**src/rtl/seq_detector_prog.sv**
```systemverilog
// Runtime-programmable serial sequence detector with registered match pulse and saturating match counter.
// Optional idle timeout that drops partial history: define SEQ_DETECTOR_PROG_TIMEOUT_EN.
module seq_detector_prog #(
  parameter int                 MAX_LEN     = 8,
  parameter int                 LEN_W       = $clog2(MAX_LEN+1),
  parameter int                 CNT_W       = 8,
  parameter logic [MAX_LEN-1:0] DEFAULT_PAT = MAX_LEN'(8'b0000_1101),
  parameter int                 DEFAULT_LEN = 4,
  parameter int                 TIMEOUT     = 16
) (
  input  logic               clk,
  input  logic               rst,
  input  logic               x,
  input  logic               x_valid,
  input  logic               cfg_we,
  input  logic [MAX_LEN-1:0] cfg_pattern,
  input  logic [LEN_W-1:0]   cfg_len,
  input  logic               overlap_en,
  input  logic               clr_cnt,
  output logic               match,
  output logic [CNT_W-1:0]   match_cnt,
  output logic               cfg_err
);

  logic [MAX_LEN-1:0] pat, hist, hist_sh, mask;
  logic [LEN_W-1:0]   len, fill, fill_inc;
  logic               cfg_ok, hit, idle_clr;

  always_comb begin
    cfg_ok   = (cfg_len != '0) && (cfg_len <= LEN_W'(MAX_LEN));
    hist_sh  = {hist[MAX_LEN-2:0], x};
    fill_inc = (fill == LEN_W'(MAX_LEN)) ? fill : fill + 1'b1;
    mask     = '0;
    for (int i = 0; i < MAX_LEN; i++)
      mask[i] = (LEN_W'(i) < len);
    // A bit arriving alongside a config write is discarded, so it can never complete a match.
    hit = x_valid && !cfg_we && (fill_inc >= len) && ((hist_sh & mask) == (pat & mask));
  end

`ifdef SEQ_DETECTOR_PROG_TIMEOUT_EN
  localparam int IDLE_W = $clog2(TIMEOUT+1);
  logic [IDLE_W-1:0] idle_cnt, idle_nxt;

  always_comb begin
    idle_nxt = '0;
    if (!x_valid)
      idle_nxt = (idle_cnt == IDLE_W'(TIMEOUT)) ? idle_cnt : idle_cnt + 1'b1;
    idle_clr = !x_valid && (idle_nxt == IDLE_W'(TIMEOUT));
  end

  always_ff @(posedge clk or posedge rst) begin
    if (rst) idle_cnt <= '0;
    else     idle_cnt <= idle_nxt;
  end
`else
  assign idle_clr = 1'b0;
`endif

  always_ff @(posedge clk or posedge rst) begin
    if (rst) begin
      pat     <= DEFAULT_PAT;
      len     <= LEN_W'(DEFAULT_LEN);
      hist    <= '0;
      fill    <= '0;
      match   <= 1'b0;
      cfg_err <= 1'b0;
    end else begin
      match   <= hit;
      cfg_err <= cfg_we && !cfg_ok;
      if (cfg_we) begin
        if (cfg_ok) begin
          pat  <= cfg_pattern;
          len  <= cfg_len;
          hist <= '0;
          fill <= '0;
        end
      end else if (x_valid) begin
        hist <= hist_sh;
        // Non-overlapping mode restarts the count so the next match needs len fresh bits.
        fill <= (hit && !overlap_en) ? '0 : fill_inc;
      end else if (idle_clr) begin
        hist <= '0;
        fill <= '0;
      end
    end
  end

  always_ff @(posedge clk or posedge rst) begin
    if (rst)                          match_cnt <= '0;
    else if (clr_cnt)                 match_cnt <= '0;
    else if (match && ~&match_cnt)    match_cnt <= match_cnt + 1'b1;
  end

endmodule

```
**config.mk**
```make
export PLATFORM = sky130hd
export DESIGN_NAME = seq_detector_prog
export DESIGN_NICKNAME = d
export VERILOG_FILES = /design/src/rtl/seq_detector_prog.sv
export SDC_FILE = /design/constraint.sdc
export NUM_CORES = 1
export LEC_CHECK = 0
export ABC_AREA = 0
export CAP_MARGIN = 10
export CORE_ASPECT_RATIO = 1.25
export CORE_UTILIZATION = 35
export DETAILED_ROUTE_END_ITERATION = 6
export SYNTH_ARGS = -nofsm -noshare
export SYNTH_HDL_FRONTEND = slang
export SYNTH_SLANG_ARGS = --single-unit
```
**constraint.sdc**
```tcl
create_clock -name clk -period 2.1 [get_ports clk]
set_clock_uncertainty 0.1 [all_clocks]
set_input_delay 0.525 -clock clk [delete_from_list [all_inputs] [get_ports clk]]
set_output_delay 0.525 -clock clk [all_outputs]
set_load 0.01 [all_outputs]
```
Yosys cells after proc, flatten, opt, wreduce, memory -nomap -nowiden --
Cells that the tools add are included.
Operators by class: bitwise operators 2, muxes and demuxes 10, $add $sub $neg 2, reduce and logical (&&, ||, !) cells 17, equal/unequal tests 3, magnitude comparators 10
Operators with widths (number):
- 2-to-1 mux 7 bit | 3
- 2-to-1 mux 4 bit | 5
- AND 8 bit | 2
- < comparator 3 x 4 -> 1 bit, first input constant | 4
- 2-to-1 mux 8 bit | 2
- adder 8 x 1 -> 8 bit, second input constant | 1
- == test 8 bit | 1
- < comparator 1 x 4 -> 1 bit, first input constant | 2
- < comparator 2 x 4 -> 1 bit, first input constant | 2
- AND reduction 8 bit | 1
- logical AND 1 bit | 7
- adder 4 x 1 -> 4 bit, second input constant | 1
- == test 4 bit, second input constant | 1
- greater-or-equal comparator 4 bit | 1
- less-or-equal comparator 4 bit, second input constant | 1
- logical NOT 1 bit | 4
- AND reduction 2 bit | 2
- nonzero test 2 bit | 2
- nonzero test 4 bit | 1
- != test 2 x 1 -> 1 bit, second input constant | 1
Storage, ports and cells: output and inout bits 10, register bits after elaboration 33

Logic depth before layout (Yosys ltp) --
word-level depth 9, mapped depth 11

Least setup slack after synthesis --
OpenSTA, ideal clock, no wires.
kind register -> register, from register fill[0], to register fill[0], path buffers 0, data arrival time 2.069 ns, cell stages (with the launch flop) 12, clock period less this slack 2.260 ns, setup time 0.092 ns, path slack -0.160 ns, path through dfrtp_1 > inv_1 > ha_1 > nand2_1 > nor2_1 > xnor2_1 > ha_1 > nand2b_1 > a211o_1 > a21oi_2 > nor4_4 > o31ai_2
Between the ends: word-level cells in the longest chain between the ends 9
RTL lines:
- start, declared | line 26 | logic [LEN_W-1:0] len, fill, fill_inc;
- start signal, assigned | line 80 | fill <= (hit && !overlap_en) ? '0 : fill_inc;
- adder 4 x 1 -> 4 bit / == test 4 bit (equally long branches) | line 32 | fill_inc = (fill == LEN_W'(MAX_LEN)) ? fill : fill + 1'b1;
- 2-to-1 mux 4 bit (*) | line 32
- greater-or-equal comparator 4 bit | line 37 | hit = x_valid && !cfg_we && (fill_inc >= len) && ((hist_sh & mask) == (pat & mask));
- logical AND 1 bit (2 in series) | line 37
- logical AND 1 bit | line 80
- 2-to-1 mux 4 bit (*) | line 80
- 2-to-1 mux 4 bit (*) | line 77 | end else if (x_valid) begin
- 2-to-1 mux 4 bit (*) | line 70 | if (cfg_we) begin
Mark *: on every way between the ends. The rest lies on a longest branch, timed or not. The select of a mux whose other input is x is not followed. A chain may end at the register's enable or synchronous reset.

Worst setup path in the final report --
from register fill[1], to register fill[0]
The elaborated chain is that of the path after synthesis.

==> out/summary.md <==
* 196 — Post-Synthesis Net Count
* 2 — H-Tree Level Count
* 104% — final period utilization
* 0 — antenna violations before repair
* 5 — Setup-failing EPs final
* 1.04 nW — leakage
* flop to flop — Crit Path Class
* built — TritonCTS clock tree
* 0 — count of flip-flops with a built-in enable after synthesis
* 33 — number of register bits inferred by synthesis
* 100% — FFs w/ async S/R, synth
* 80.7 um — die height
* 0 — total overflow reported by the global router
* 1730 um2 — post-synthesis cell area
* 71.0% — Max-Slew Margin vs Limit
* 12.5 um — average wire per cell in the routed design
* 47.9% — Seq/Total Area, Yosys
* 0 — number of pins with negative max-slew slack in the final report
* -90 ps — reg-to-reg slack, setup
* 3.52 mm — post-detailed-routing wire length
* flop — endpoint type of the worst setup path
* 2280 ps — arrival time of the worst setup path
* 6.20 mm — first-pass GRT wire length
* 390 ps — Slowest Stage Delay on Critical Path
* 15.8% — Total GRT Usage
* flop to flop — class of the most critical hold timing path
* sky130_fd_sc_hd__dfrtp_1 — slowest cell on the critical path
* flop — nature of the critical path startpoint
* sky130_fd_sc_hd__dfrtp_1 — leading area contributor after synthesis
* 2.63 mm — dpl hpwl
* sky130_fd_sc_hd__dfrtp_1 (29), sky130_fd_sc_hd__nand2_1 (23), sky130_fd_sc_hd__nor2_1 (13) — list of most frequent post-synthesis cells
* 65.0 um — horizontal die dimension
* 246 — fin nets
* 4 — number of search-and-repair iterations in the first detailed-routing pass
* 1,421 — via count of the first global-routing pass
* inv_2 > ha_4 > nand2_4 > nor2_4 > xnor2_2 > ha_1 > nand2b_4 > a211o_1 > a21oi_4 > nor4_4 > o31ai_2 — cell-by-cell listing of the critical path
* 831 um2 — combined flip-flop and latch cell area
* 34 — maximum number of pins on one net before global-route repair
* 0.730 — routability cong.
* -87.0 ps — final setup slack of the worst path
* fill[1]$_DFFE_PP0P_ — source of the worst register-to-register timing path
* compound AO/OA/AOI/OAI gates — gate family responsible for the most delay along the worst path
* 5240 um2 — Total Die Area
* 0 — hold-fix buffer count after cts
* 26.7% — ratio of cells with drive above 1 in the final layout
* 432 ps — slew at the pin closest to its max-slew limit
* 930 um2 — area of the multi-input gates
* finished, violations left — result of the run
* 1,392 — routed via count
* negative setup slack — violations in the final reports
* 0 — number of inserted diodes
* 39.2% — P&R area growth vs syn
* 1.80 mW — total power
* 747 nW/um2 — P per Cell Area
* 457 MHz — Fmax achieved
* 0 — max-cap viol count
* 2190 ps — fin crit period
* 4.95 — Via-to-Cell Ratio
* yes — unrepaired setup endpoints after global routing
* 11 — depth of the worst register-to-register path
* 0.347 mV — peak ir drop on the vdd network
* 0 — Synth warnings
* 60 ps — clock input transition at the sequential cells of the worst setup and hold paths
* 10.2 um2 — Avg Cell Area, Syn
* fill[1]$_DFFE_PP0P_ — Critical Path Start
* 466 — FILL cells
* 28 — Port Buf Inserts
* 36.4% — Initial Util
* 280 ps — clock insertion delay at the later pin of the skew report
* -193 ps — minimum setup slack after placement
* 28 — standard-cell rows
* 40 — number of unique standard cell types used by synthesis
* 0 — ANT nets after route
* 2 — number of buffers between clock root and the deepest sink
* 4 — CP Max Fanout
* sky130_fd_sc_hd__dfrtp_1 (42%), sky130_fd_sc_hd__dfstp_2 (6.1%), sky130_fd_sc_hd__xnor2_1 (5.6%) — ranking of synthesized cells by area
* 26 — number of DRC violations after detailed-routing iteration 0
* 29 — top-level I/O count
* fill[0]$_DFFE_PP0P_ — worst flop-to-flop path endpoint
* 41.8% — area fraction of the dominant cell type after synthesis
* sky130_fd_sc_hd__dfrtp_1 — most common flop cell mapped by yosys
* 428 ps — Min Hold Slack
* 11 — number of cells on the critical path
* 170 — Gate Count Post-Synth
* sky130_fd_sc_hd__dfrtp_1 — most common cell in the synthesized netlist
* 4760 um2 — area inside the core boundary
* 0 — final hold vios
* 1 — critical path buffer and inverter count
* 0 — DRC
* sky130_fd_sc_hd__clkbuf_8 — clock root buffer master
* 5 — number of buffers created by CTS
* fill[0]$_DFFE_PP0P_ — endpoint of the most critical setup path
* 33 — CTS Sinks
* 2190 ps — Worst Path Required
worst min-delay path by stage:
stage / startpoint / to / cells past startpoint
final: pat[4]$_DFFE_PP0P_ / pat[4]$_DFFE_PP0P_ / 1
after global routing: pat[6]$_DFFE_PP0P_ / pat[6]$_DFFE_PP0P_ / 1
after CTS: pat[4]$_DFFE_PP0P_ / pat[4]$_DFFE_PP0P_ / 1
after detailed placement: pat[4]$_DFFE_PP0P_ / pat[4]$_DFFE_PP0P_ / 1
after global placement: hist[2]$_DFFE_PP0P_ / hist[3]$_DFFE_PP0P_ / 2
after floorplan: pat[4]$_DFFE_PP0P_ / pat[4]$_DFFE_PP0P_ / 1
per-layer routing:
layer / part of all wire, % / up-vias / routed length (um) / global-route usage, %
met5: 0 / - / 0 / 0
met1: 42 / 663 / 1460 / 18.0
met4: 2.4 / 0 / 83 / 8.00
met2: 52 / 41 / 1830 / 28.0
met3: 3.8 / 11 / 134 / 2.70
li1: - / 677 / - / -
final cells by class:
| cell class | instances | share of cell area [%] |
|---|---|---|
| Multi-Input combinational cell | 124 | 38.5 |
| Clock inverter | 1 | 0.207 |
| Clock buffer | 7 | 3.99 |
| Tap cell | 60 | 3.11 |
| Sequential cell | 33 | 34.4 |
| Inverter | 7 | 1.09 |
| Timing Repair Buffer | 49 | 18.7 |
per-stage QoR:
stage	std cells	instance area, um2	util [%]	TNS (ps)
floorplan	170	1750	-	-67.4
global placement	270	2230	46.8	-1670
detailed placement	270	2230	46.8	-2230
CTS	281	2410	50.5	-398
global route	281	2410	50.7	-736
finish	281	2410	50.7	-240
logic make-up after synthesis:
family	count (synthesis)	share of synthesized area, %
AND/OR/NAND/NOR	61	17.5
flip-flops	33	47.9
AO/OA/AOI/OAI	27	10.6
XOR/XNOR	18	9.09
buffers and inverters	13	2.89
multiplexers	11	7.00
adder cells (fa/ha/maj)	7	5.05
worst register-to-register path: cells and delay by family (launching register included):
family | cells | cell delay [ps]
AO/OA/AOI/OAI | 3 | 630
XOR/XNOR | 1 | 130
adder cells (fa/ha/maj) | 2 | 380
buffers and inverters | 1 | 70
flip-flops | 1 | 390
AND/OR/NAND/NOR | 4 | 390
state kept, by name, summed over array words and instances (netlist names):
name       count
fill           4
cfg_err        1
hist           7
match_cnt      8
pat            8
match          1
len            4
cells in the final DEF, fill, tap and decap left out, drive strengths merged:
cell / n
and3: 2
ha: 7
a21oi: 6
and2: 1
o31ai: 1
nand4: 1
mux2i: 2
xor2: 7
nand2: 23
nor2: 13
nor4: 2
nand3: 8
inv: 7
dfstp: 4
nand2b: 3
a211oi: 1
o211a: 1
a221oi: 1
clkbuf: 7
clkdlybuf4s50: 28
or4b: 1
o21a: 1
xnor2: 11
dfrtp: 29
clkinv: 1
o21ai: 11
a31oi: 1
buf: 21
nor3: 4
mux2: 9
nor2b: 2
or3b: 1
o22ai: 1
a211o: 2
o22a: 1
power breakdown:
part           internal (mW)  switching [mW]
registers              0.710          0.0594
clock network          0.296           0.220
logic                  0.290           0.228
total                   1.30           0.508
what timing repair did:
item	CTS	global route
pin swaps	3	1
endpoints found under the setup margin	5	5
hold endpoints to repair	0	0
buffers inserted	3	0
resized for setup	10	1
(Power assumes the default switching activity.)
